--- src/rtl/ppg_pkg.sv ---
// Shared types, widths and delay-word field helpers for the pulse pattern generator.
package ppg_pkg;

    typedef enum logic {
        IDLE = 1'b0,
        RUN  = 1'b1
    } state_e;

    localparam int NUM_CH   = 4;
    localparam int COORD_W  = 10;
    localparam int FINE_W   = 3;
    localparam int COARSE_W = 7;
    localparam int CNT_W    = 8;

    function automatic logic [COARSE_W-1:0] coarse_of(input logic [COORD_W-1:0] d);
        return d[COORD_W-1:FINE_W];
    endfunction

    function automatic logic [FINE_W-1:0] fine_of(input logic [COORD_W-1:0] d);
        return d[FINE_W-1:0];
    endfunction

endpackage

--- src/rtl/ppg_channel.sv ---
// One detector channel: registered pulse while the frame counter sits inside
// the [coarse, coarse+PULSE_WIDTH) window.
module ppg_channel
    import ppg_pkg::*;
#(
    parameter int PULSE_WIDTH  = 4,
    parameter int FRAME_CYCLES = 100
) (
    input  logic                clk,
    input  logic                reset,
    input  logic [CNT_W-1:0]    cnt_i,
    input  logic [COARSE_W-1:0] coarse_i,
    input  logic                run_i,
    output logic                pulse_o
);

    logic [CNT_W-1:0] start_w;
    logic [CNT_W-1:0] stop_w;
    logic             pulse_d;
    logic             pulse_q;

    // 8-bit sums cannot wrap: max coarse 127 plus max width 8 stays below 256.
    assign start_w = {1'b0, coarse_i};
    assign stop_w  = start_w + CNT_W'(PULSE_WIDTH);

    assign pulse_d = run_i
                  && (start_w < CNT_W'(FRAME_CYCLES))
                  && (cnt_i >= start_w)
                  && (cnt_i < stop_w);

    always_ff @(posedge clk) begin
        if (reset) begin
            pulse_q <= 1'b0;
        end else begin
            pulse_q <= pulse_d;
        end
    end

    assign pulse_o = pulse_q;

endmodule

--- src/rtl/pulse_pattern_gen.sv ---
// Frame sequencer turning one event into four coarse-timed pulses plus latched fine codes.
// Optional rejected-trigger counter enabled by defining PPG_DROP_COUNT_EN.
//   state | meaning
//   IDLE  | waiting for trig_i & valid_i
//   RUN   | frame in progress, cnt counts 0..FRAME_CYCLES-1
module pulse_pattern_gen
    import ppg_pkg::*;
#(
    parameter int PULSE_WIDTH  = 4,
    parameter int FRAME_CYCLES = 100
) (
    input  logic                       clk,
    input  logic                       reset,
    input  logic                       trig_i,
    input  logic                       valid_i,
    input  logic [COORD_W-1:0]         x1_i,
    input  logic [COORD_W-1:0]         x2_i,
    input  logic [COORD_W-1:0]         y1_i,
    input  logic [COORD_W-1:0]         y2_i,
    output logic                       busy_o,
    output logic                       frame_o,
    output logic [NUM_CH-1:0]          pulse_o,
    output logic [NUM_CH*FINE_W-1:0]   fine_o
`ifdef PPG_DROP_COUNT_EN
    ,
    output logic [15:0]                drop_cnt_o
`endif
);

    state_e                             state_q, state_d;
    logic [CNT_W-1:0]                   cnt_q, cnt_d;
    logic [NUM_CH-1:0][COARSE_W-1:0]    coarse_q, coarse_d;
    logic [NUM_CH*FINE_W-1:0]           fine_q, fine_d;
    logic                               frame_q, frame_d;
    logic                               run_w;

    assign run_w = (state_q == RUN);

    always_comb begin
        state_d  = state_q;
        cnt_d    = cnt_q;
        coarse_d = coarse_q;
        fine_d   = fine_q;
        frame_d  = 1'b0;
        case (state_q)
            IDLE: begin
                if (trig_i && valid_i) begin
                    state_d     = RUN;
                    cnt_d       = '0;
                    coarse_d[0] = coarse_of(x1_i);
                    coarse_d[1] = coarse_of(x2_i);
                    coarse_d[2] = coarse_of(y1_i);
                    coarse_d[3] = coarse_of(y2_i);
                    fine_d      = {fine_of(y2_i), fine_of(y1_i), fine_of(x2_i), fine_of(x1_i)};
                end
            end
            RUN: begin
                frame_d = (cnt_q == '0);
                if (cnt_q == CNT_W'(FRAME_CYCLES - 1)) begin
                    state_d = IDLE;
                end else begin
                    cnt_d = cnt_q + 1'b1;
                end
            end
            default: state_d = IDLE;
        endcase
    end

    always_ff @(posedge clk) begin
        if (reset) begin
            state_q  <= IDLE;
            cnt_q    <= '0;
            coarse_q <= '0;
            fine_q   <= '0;
            frame_q  <= 1'b0;
        end else begin
            state_q  <= state_d;
            cnt_q    <= cnt_d;
            coarse_q <= coarse_d;
            fine_q   <= fine_d;
            frame_q  <= frame_d;
        end
    end

    for (genvar g = 0; g < NUM_CH; g++) begin : g_ch
        ppg_channel #(
            .PULSE_WIDTH  (PULSE_WIDTH),
            .FRAME_CYCLES (FRAME_CYCLES)
        ) u_ch (
            .clk      (clk),
            .reset    (reset),
            .cnt_i    (cnt_q),
            .coarse_i (coarse_q[g]),
            .run_i    (run_w),
            .pulse_o  (pulse_o[g])
        );
    end

    assign busy_o  = run_w;
    assign frame_o = frame_q;
    assign fine_o  = fine_q;

`ifdef PPG_DROP_COUNT_EN
    logic [15:0] drop_q, drop_d;

    // The return-to-IDLE cycle is still RUN, so its trigger counts as dropped.
    always_comb begin
        drop_d = drop_q;
        if (run_w && trig_i && valid_i && (drop_q != 16'hFFFF)) begin
            drop_d = drop_q + 16'd1;
        end
    end

    always_ff @(posedge clk) begin
        if (reset) begin
            drop_q <= '0;
        end else begin
            drop_q <= drop_d;
        end
    end

    assign drop_cnt_o = drop_q;
`endif

endmodule

--- config.mk ---
export PLATFORM = sky130hd
export DESIGN_NAME = pulse_pattern_gen
export DESIGN_NICKNAME = d
export VERILOG_FILES = /design/src/rtl/ppg_pkg.sv /design/src/rtl/ppg_channel.sv /design/src/rtl/pulse_pattern_gen.sv
export SDC_FILE = /design/constraint.sdc
export NUM_CORES = 1
export LEC_CHECK = 0
export CAP_MARGIN = 20
export CORE_MARGIN = 3
export CORE_UTILIZATION = 46
export DETAILED_ROUTE_END_ITERATION = 8
export PLACE_DENSITY_LB_ADDON = 0.08
export SLEW_MARGIN = 25
export SYNTH_ARGS = -nofsm -noshare
export SYNTH_HDL_FRONTEND = slang
export SYNTH_SLANG_ARGS = --single-unit
--- constraint.sdc ---
create_clock -name clk -period 1.9 [get_ports clk]
set_input_delay 0.38 -clock clk [delete_from_list [all_inputs] [get_ports clk]]
set_output_delay 0.38 -clock clk [all_outputs]
set_load 0.005 [all_outputs]
# ---- After elaboration in Yosys (flattened, before gate mapping)
# Cells that the tools add are included.
dict set report totals {
  input_bits 44
  elab_cells 56
  out_inout_bits 18
  ff_bits 54
}
dict set report classes {
  bitwise 1
  add_sub_neg 5
  order_cmp 12
  reduce_logical 17
  n_eq_ne 3
  mux 6
}
# operator n
set ops {}
lappend ops {{adder 7 x 3 -> 8 bit, second input constant} 4}
lappend ops {{greater-or-equal comparator 8 x 7 -> 1 bit} 4}
lappend ops {{< comparator 8 bit} 4}
lappend ops {{< comparator 7 bit, second input constant} 4}
lappend ops {{2-to-1 mux 8 bit} 2}
lappend ops {{case mux 8 bit (2 select lines)} 1}
lappend ops {{logical AND 1 bit} 13}
lappend ops {{adder 8 x 1 -> 8 bit, second input constant} 1}
lappend ops {{equality test 8 x 7 -> 1 bit, second input constant} 1}
lappend ops {{logical NOT 8 bit} 1}
lappend ops {{!= test 2 bit, second input constant} 2}
lappend ops {{AND reduction 2 bit} 2}
lappend ops {{2-to-1 mux 1 bit} 2}
lappend ops {{case mux 1 bit (2 select lines)} 1}
lappend ops {{OR reduction 2 bit} 1}
lappend ops {{NOT 1 bit} 1}

# ---- Longest topological paths before layout
# Gate-level depths: netlist (run 1).
dict set report logic_depth {
  depth_word 4
  depth_mapped 8
  mapped_depth_nobuf 8
}

# ---- Cells and area by module
# Synthesis (run 1) repeated with hierarchy kept, for this count alone.
dict set report unflattened {
  cells_unflattened 439
  area_unflattened_um2 3559.7
}
# mod n_inst cells_per_inst seq_area_each_um2 area_each_um2
set modules_own_cells {}
lappend modules_own_cells {pulse_pattern_gen 1 231 1001.0 1890.6}
lappend modules_own_cells {{ppg_channel (g_ch[0].u_ch ...)} 2 53 20.0 421.7}
lappend modules_own_cells {{ppg_channel (g_ch[2].u_ch ...)} 2 51 20.0 412.9}

# ---- Least setup slack after synthesis (run 1)
# No wires, ideal clock.
dict set report synth_path {
  path_kind {flip-flop to flip-flop}
  start {register coarse_q[9] (netlist name)}
  end {register g_ch[1].u_ch.pulse_q}
  n_path_buf 0
  setup_ps 60
  stages_incl_launch_ff 9
  t_required_ps 1840
  synth_period_minus_slack_ps 1918
  slack_ps -18
  arrival_ps 1857
  path_cell_list {dfxtp_1 -> ha_1 -> nand3_1 -> xnor2_1 -> ha_1 -> a21oi_1 -> nand2_1 -> a2111oi_0 -> o221a_1}
}
dict set report synth_between {
  elab_chain_len 4
  elab_cells_between_ends 7
  classes_between {add/sub: 1; order compare: 3; reduce/logical: 3}
}
# element line_no
set synth_lines {}
lappend synth_lines {{start: declaration} pulse_pattern_gen.sv:32} ;# logic [NUM_CH-1:0][COARSE_W-1:0] coarse_q, coarse_d;
lappend synth_lines {{start signal: assignment} pulse_pattern_gen.sv:79} ;# coarse_q <= coarse_d;
lappend synth_lines {{branches (longest 3 deep; another with adder 7 x 3 -> 8 bit)} -}
lappend synth_lines {{logical AND 1 bit *} ppg_channel.sv:29} ;# && (cnt_i < stop_w);
lappend synth_lines {{end signal: assignment} ppg_channel.sv:35} ;# pulse_q <= pulse_d;
lappend synth_lines {{end: declaration} ppg_channel.sv:20} ;# logic pulse_q;
# Every way passes the cells marked *.
# A chain may end at the register's enable or synchronous reset.

# ---- Final worst setup path (run 1)
dict set report layout_path {
  start {register coarse_q[2] (netlist name)}
  end {register g_ch[0].u_ch.pulse_q}
}
dict set report layout_between {
  elab_chain_len 4
  elab_cells_between_ends 7
  classes_between {add/sub: 1; order compare: 3; reduce/logical: 3}
}
# element line_no
set layout_lines {}
lappend layout_lines {{branches (longest 3 deep; another with adder 7 x 3 -> 8 bit)} -}
lappend layout_lines {{logical AND 1 bit *} ppg_channel.sv:29}
lappend layout_lines {{end signal: assignment} ppg_channel.sv:35}
lappend layout_lines {{end: declaration} ppg_channel.sv:20}
# Marked as above.

==> flow_summary.yaml, run 1 <==
run_status:
  status: "finished, final reports clean"
routing:
  drt_first_pass_iters: 4
  drt-initial-drc-count: 136
  route.detailed.wl_per_inst_microns: 14.2
  post_drt_via_cell_ratio: 5.34
  ant_nets: 0
  routed_wl_mm: 8.65
  num_vias: 3264
  drc_errors: 0
clock_network:
  clk_path_buf_depth: 2
  tritoncts: "built"
  cts.root.buffer_cell: "clkbuf_8"
  ctsHtreeMaxLevel: 2
  clk_latency_ns: 0.31
  cts_buffers: 5
  path_clk_slew_ns: 0.10
  numClockSinks: 54
floorplanning:
  initial_core_util_pct: 49.1
  io_pins: 62
  die_y_microns: 92.8
  num_rows: 30
  core_sq_um: 7060
  die-area_sq_um: 8600
  die_x_microns: 92.8
finish:
  final_common_cell: "nand2_1"
  layout_common_cells: "nand2_1 (85), clkdlybuf4s50_1 (61), a21oi_1 (59)"
  layout.cell_area.non_filler_sq_um: 4700
  nets: 616
  n_antenna_cell: 0
  fill_cells: 637
  layout-drive-gt1-share_pct: 15.7
  seq_area_sq_um: 1100
  multi_input_area_sq_um: 2350
  area_growth_pct: 35.8
place:
  dpl-instance-area_sq_um: 4390
  place.gp.congestion: 0.854
  hpwlAfterDp_mm: 6.54
  io_buffers: 61
global_route:
  antenna_found_initial: 0
  grt_overflow_total: 0
  grt_pass1_vias: 3082
  grt_pass1_wl_mm: 14.5
  grt_usage_pct: 20.8
  grt_max_degree: 26
worst_setup_path:
  startpoint_type: "flip-flop"
  crit_path_max_fanout: 3
  r2r_cells: 8
  cp_slowest_stage_delay_ns: 0.38
  criticalPathCategory: "flip-flop to flip-flop"
  crit_arrival_ns: 2.16
  critical_path.cell_chain: "ha_4, nand3_4, xnor2_2, ha_1, a21oi_2, nand2_2, a2111oi_4, o221a_1"
  crit_path_top_delay_cell: "dfxtp_4"
  cp-end-kind: "flip-flop"
  cp_data_required_time_ns: 2.16
pwr:
  pwr-share-comb_pct: 19.8
  p_leak_nw: 1.90
  clkPwrFrac_pct: 28.7
  pwr_density_cell_nw_per_um2: 503
  p_int_mw: 1.73
  swShare_pct: 26.9
  netSwitchingPower_mw: 0.638
  pwr-share-seq_pct: 51.5
  irDropWorstVdd_uv: 308
sta:
  tightest_slew_ns: 0.601
  setup_viol: 0
  period_share_pct: 99.9
  grt_setup_unrepaired: "true"
  slew_headroom_pct: 59.9
  hold_viol: 0
  holdWs_ns: 0.457
  min_period_ns: 1.90
  skew_ns: 0.00914
  slew_viol_final: 0
  max_freq_mhz: 527
logic_synthesis:
  synth_top_family_by_area: "adder cells"
  synth-compound-area-share_pct: 20.0
  ys_seq_elements: 54
  synth_fa_ha_area_share_pct: 21.0
  yosys_warnings: 0
  synthCells: 428
  synth_edf_count: 0
  synth_cell_types: 36
  synth_nets: 530
  ys_seq_area_share_pct: 31.2
  netlist_area_sq_um: 3460
  ys.flop_type: "dfxtp_1"
  synthXorXnorAreaFrac_pct: 3.54
  synthArstFlopShare_pct: 0
  syn_area_per_cell_sq_um: 8.09
  synthSimpleGateAreaFrac_pct: 17.1
  synth_mux_area_share_pct: 0
hold_path:
  hold_depth: 2
  min_path_type: "flip-flop to flip-flop"
flow_run:
  drv_cap: 0
-- routing by layer --
layer	part of all wire, %	up-vias	track usage, %	wire (microns)
met5	0	-	0	0
met4	1.1	0	5.13	99
met3	5.9	9	5.12	513
met2	47	75	33.8	4080
met1	46	1511	27.6	3960
li1	-	1669	-	-
-- sequential cells by signal, indices dropped and copies added (netlist names) --
| register | cells |
|---|---|
| g_ch.u_ch.pulse_o | 4 |
| frame_o | 1 |
| busy_o | 1 |
| fine_o | 12 |
| cnt_q | 8 |
| coarse_q | 28 |
-- cells in the mapped netlist (4+ instances only) --
library cell / n / area share (%)
a21oi_1: 62 / 9.0
dfxtp_1: 54 / 31
xnor2_1: 12 / 3.0
nor2_1: 8 / 0.87
ha_1: 58 / 21
o31a_1: 4 / 1.0
o31ai_1: 5 / 1.1
inv_1: 36 / 3.9
nand3_1: 17 / 2.5
o21a_1: 4 / 0.87
a2111oi_0: 4 / 1.0
buf_4: 4 / 0.87
nand2_1: 87 / 9.4
a311oi_1: 4 / 1.0
nor3_1: 6 / 0.87
o2111ai_1: 4 / 1.0
o221a_1: 4 / 1.3
a21o_1: 4 / 0.87
inv_2: 4 / 0.43
a211o_1: 5 / 1.3
nand4_1: 7 / 1.3
clkbuf_1: 15 / 1.6
-- per-stage QoR --
step | util, % | setup slack [ns] | std cells | power, mW | setup TNS, ns
global placement | 62.3 | -0.0133 | 603 | 1.68 | -0.0136
detailed placement | 62.3 | -0.113 | 603 | 1.69 | -0.257
CTS | 64.0 | -0.00311 | 611 | 2.38 | -0.00311
floorplan | - | 0.00957 | 428 | 1.47 | 0
finish | 66.6 | 0.00224 | 611 | 2.37 | 0
global route | 66.6 | -0.103 | 611 | 2.50 | -0.220
-- cells by family after synthesis --
family                     after synthesis
adders and majority gates               58
and+or+nand+nor                        135
AOI/OAI and AO/OA                      107
buffers and inverters                   60
xor gates and xnor gates                14
DFF                                     54
-- power groups by stage --
stage / Clock [mW] / Sequential [mW] / Combinational (mW)
after floorplan: 0 / 1.24 / 0.233
after global placement: 0 / 1.24 / 0.444
after detailed placement: 0 / 1.24 / 0.455
after CTS: 0.709 / 1.22 / 0.460
after global routing: 0.750 / 1.23 / 0.526
final: 0.680 / 1.22 / 0.469
-- layout make-up --
cell class              instances  area share (%)
multi-input cells             314            49.9
inverters                      40            3.19
clock inverters                 1           0.106
flip-flops and latches         54            23.3
repair buffers                 99            19.1
clock buffers                   7            1.84
well taps                      96            2.55
-- worst paths after layout --
path          startpoint                    to  slack, ns
max          coarse_q[2]  g_ch[0].u_ch.pulse_o      0.002
min           fine_o[10]            fine_o[10]       0.46
max reg2reg  coarse_q[2]  g_ch[0].u_ch.pulse_o      0.002
min reg2reg   fine_o[10]            fine_o[10]       0.46
-- timing repair --
action	CTS	global route
buffers inserted	0	0
pin swaps	7	14
hold buffers	0	0
resized for setup	14	27
setup endpoints to repair	4	5
-- critical path, delay by kind of cell (launching register included) --
family / cells / cell delay, ns
compound gates: 3 / 0.70
fa+ha+maj: 2 / 0.49
flops: 1 / 0.38
simple gates: 2 / 0.16
xor+xnor: 1 / 0.14
Power figures use the tool's default switching activity.
==> run 2: changes to the inputs <==
- CORE_MARGIN: 3 -> 4
==> run 2 against run 1 <==
Largest power group unchanged; critical path type unchanged; clock skew about the same; maximum frequency rose by 1.2%; final area grew 0.75%.
==> flow_summary.yaml, run 2 (same netlist as run 1, synthesis figures left out) <==
clock_network:
  tritoncts: "built"
  cts_buffers: 5
  ctsHtreeMaxLevel: 2
  clk_path_buf_depth: 2
  cts.root.buffer_cell: "clkbuf_8"
  numClockSinks: 54
  clk_latency_ns: 0.31
  path_clk_slew_ns: 0.10
floorplanning:
  initial_core_util_pct: 47.5
  io_pins: 62
  num_rows: 31
  die_y_microns: 94.8
  core_sq_um: 7290
  die-area_sq_um: 8980
  die_x_microns: 94.8
finish:
  regMostFlops: "coarse_q"
  nets: 622
  layout-drive-gt1-share_pct: 16.7
  largest_reg_flops: 28
  utilization_pct: 65.0
  area_growth_pct: 36.8
  layout_common_cells: "nand2_1 (84), clkdlybuf4s50_1 (61), a21oi_1 (59)"
  layout.cell_area.non_filler_sq_um: 4740
  final_common_cell: "nand2_1"
  n_antenna_cell: 0
  fill_cells: 663
  instances_no_fill: 620
sta:
  period_share_pct: 98.7
  slew_headroom_pct: 58.8
  holdWs_ns: 0.459
  skew_ns: 0.00878
  grt_setup_unrepaired: "true"
  setup_viol: 0
  tightest_slew_ns: 0.618
  hold_viol: 0
  max_freq_mhz: 533
  min_period_ns: 1.88
  slew_viol_final: 0
worst_setup_path:
  criticalPathCategory: "flip-flop to flip-flop"
  crit_path_max_fanout: 3
  startpoint_type: "flip-flop"
  rrSetupSlack_ns: 0.02
  crit_arrival_ns: 2.14
  cp_data_required_time_ns: 2.16
  cp-end-kind: "flip-flop"
routing:
  num_vias: 3272
  drc_errors: 0
  post_drt_via_cell_ratio: 5.28
  drt-initial-drc-count: 133
  routed_wl_mm: 8.92
  ant_nets: 0
  route.detailed.wl_per_inst_microns: 14.4
  drt_first_pass_iters: 4
pwr:
  irDropWorstVdd_uv: 385
  power_mw: 2.37
  pwr_density_cell_nw_per_um2: 500
  p_leak_nw: 1.94
global_route:
  grt_pass1_vias: 3106
  grt_usage_pct: 19.8
  grt_pass1_wl_mm: 14.2
  antenna_found_initial: 0
  grt_max_degree: 36
  grt_overflow_total: 0
place:
  hpwlAfterDp_mm: 6.44
  place.gp.congestion: 0.871
  dpl-instance-area_sq_um: 4420
  dp.cells: 609
  io_buffers: 61
run_status:
  status: "finished, final reports clean"
flow_run:
  drv_cap: 0
hold_path:
  min_path_type: "flip-flop to flip-flop"
==> run 2: layout make-up <==
| cell class | instances | area (sq um) | share of cell area (%) |
|---|---|---|---|
| timing repair buffer | 105 | 941 | 19.9 |
| tap | 99 | 124 | 2.61 |
| clock inverter | 1 | 5.00 | 0.106 |
| sequential | 54 | 1100 | 23.2 |
| inverter | 40 | 150 | 3.17 |
| clock buffer | 7 | 86.3 | 1.82 |
| multi-input combinational | 314 | 2330 | 49.2 |
==> run 2: through the flow <==
stage,setup WS [ns],TNS [ns]
3_3_place_gp,-0.00411,-0.00411
5_1_grt,-0.104,-0.278
2_1_floorplan,0.00957,0
6_report,0.0241,0
4_1_cts,0.000343,0
3_5_place_dp,-0.0582,-0.135
==> run 2: repair_timing <==
item | CTS | global route
endpoints found under the hold margin | 0 | 0
setup endpoints to repair | 3 | 6
buffers inserted | 1 | 2
hold buffers | 0 | 0
resized for setup | 10 | 33
pin swaps | 2 | 20
==> run 2: worst paths after layout <==
| check | from | end | depth (start not counted) |
|---|---|---|---|
| hold reg to reg | fine_o[2] | fine_o[2] | 2 |
| setup / recovery | coarse_q[24] | g_ch[3].u_ch.pulse_o | 8 |
| hold / removal | fine_o[2] | fine_o[2] | 2 |
| setup reg to reg | coarse_q[24] | g_ch[3].u_ch.pulse_o | 8 |
==> run 2: where the power goes <==
group          leakage [nW]  total, mW  switching, mW  internal, mW
registers             0.445       1.22         0.0402          1.18
logic                  1.44      0.469          0.214         0.255
clock network        0.0482      0.682          0.387         0.296
==> run 2: worst max-delay path, stage by stage (launching register included) <==
cell	delay (ns)
dfxtp_2	0.36
ha_4	0.15
nand3_4	0.08
xnor2_2	0.14
ha_1	0.35
a21oi_2	0.17
nand2_2	0.08
a2111oi_4	0.29
o221a_1	0.21
==> run 2: layer usage <==
metal | part of all wire (%) | global-route usage, %
met1 | 45 | 25.5
met2 | 48 | 32.8
met3 | 6.1 | 5.42
met4 | 0.75 | 4.93
met5 | 0 | 0
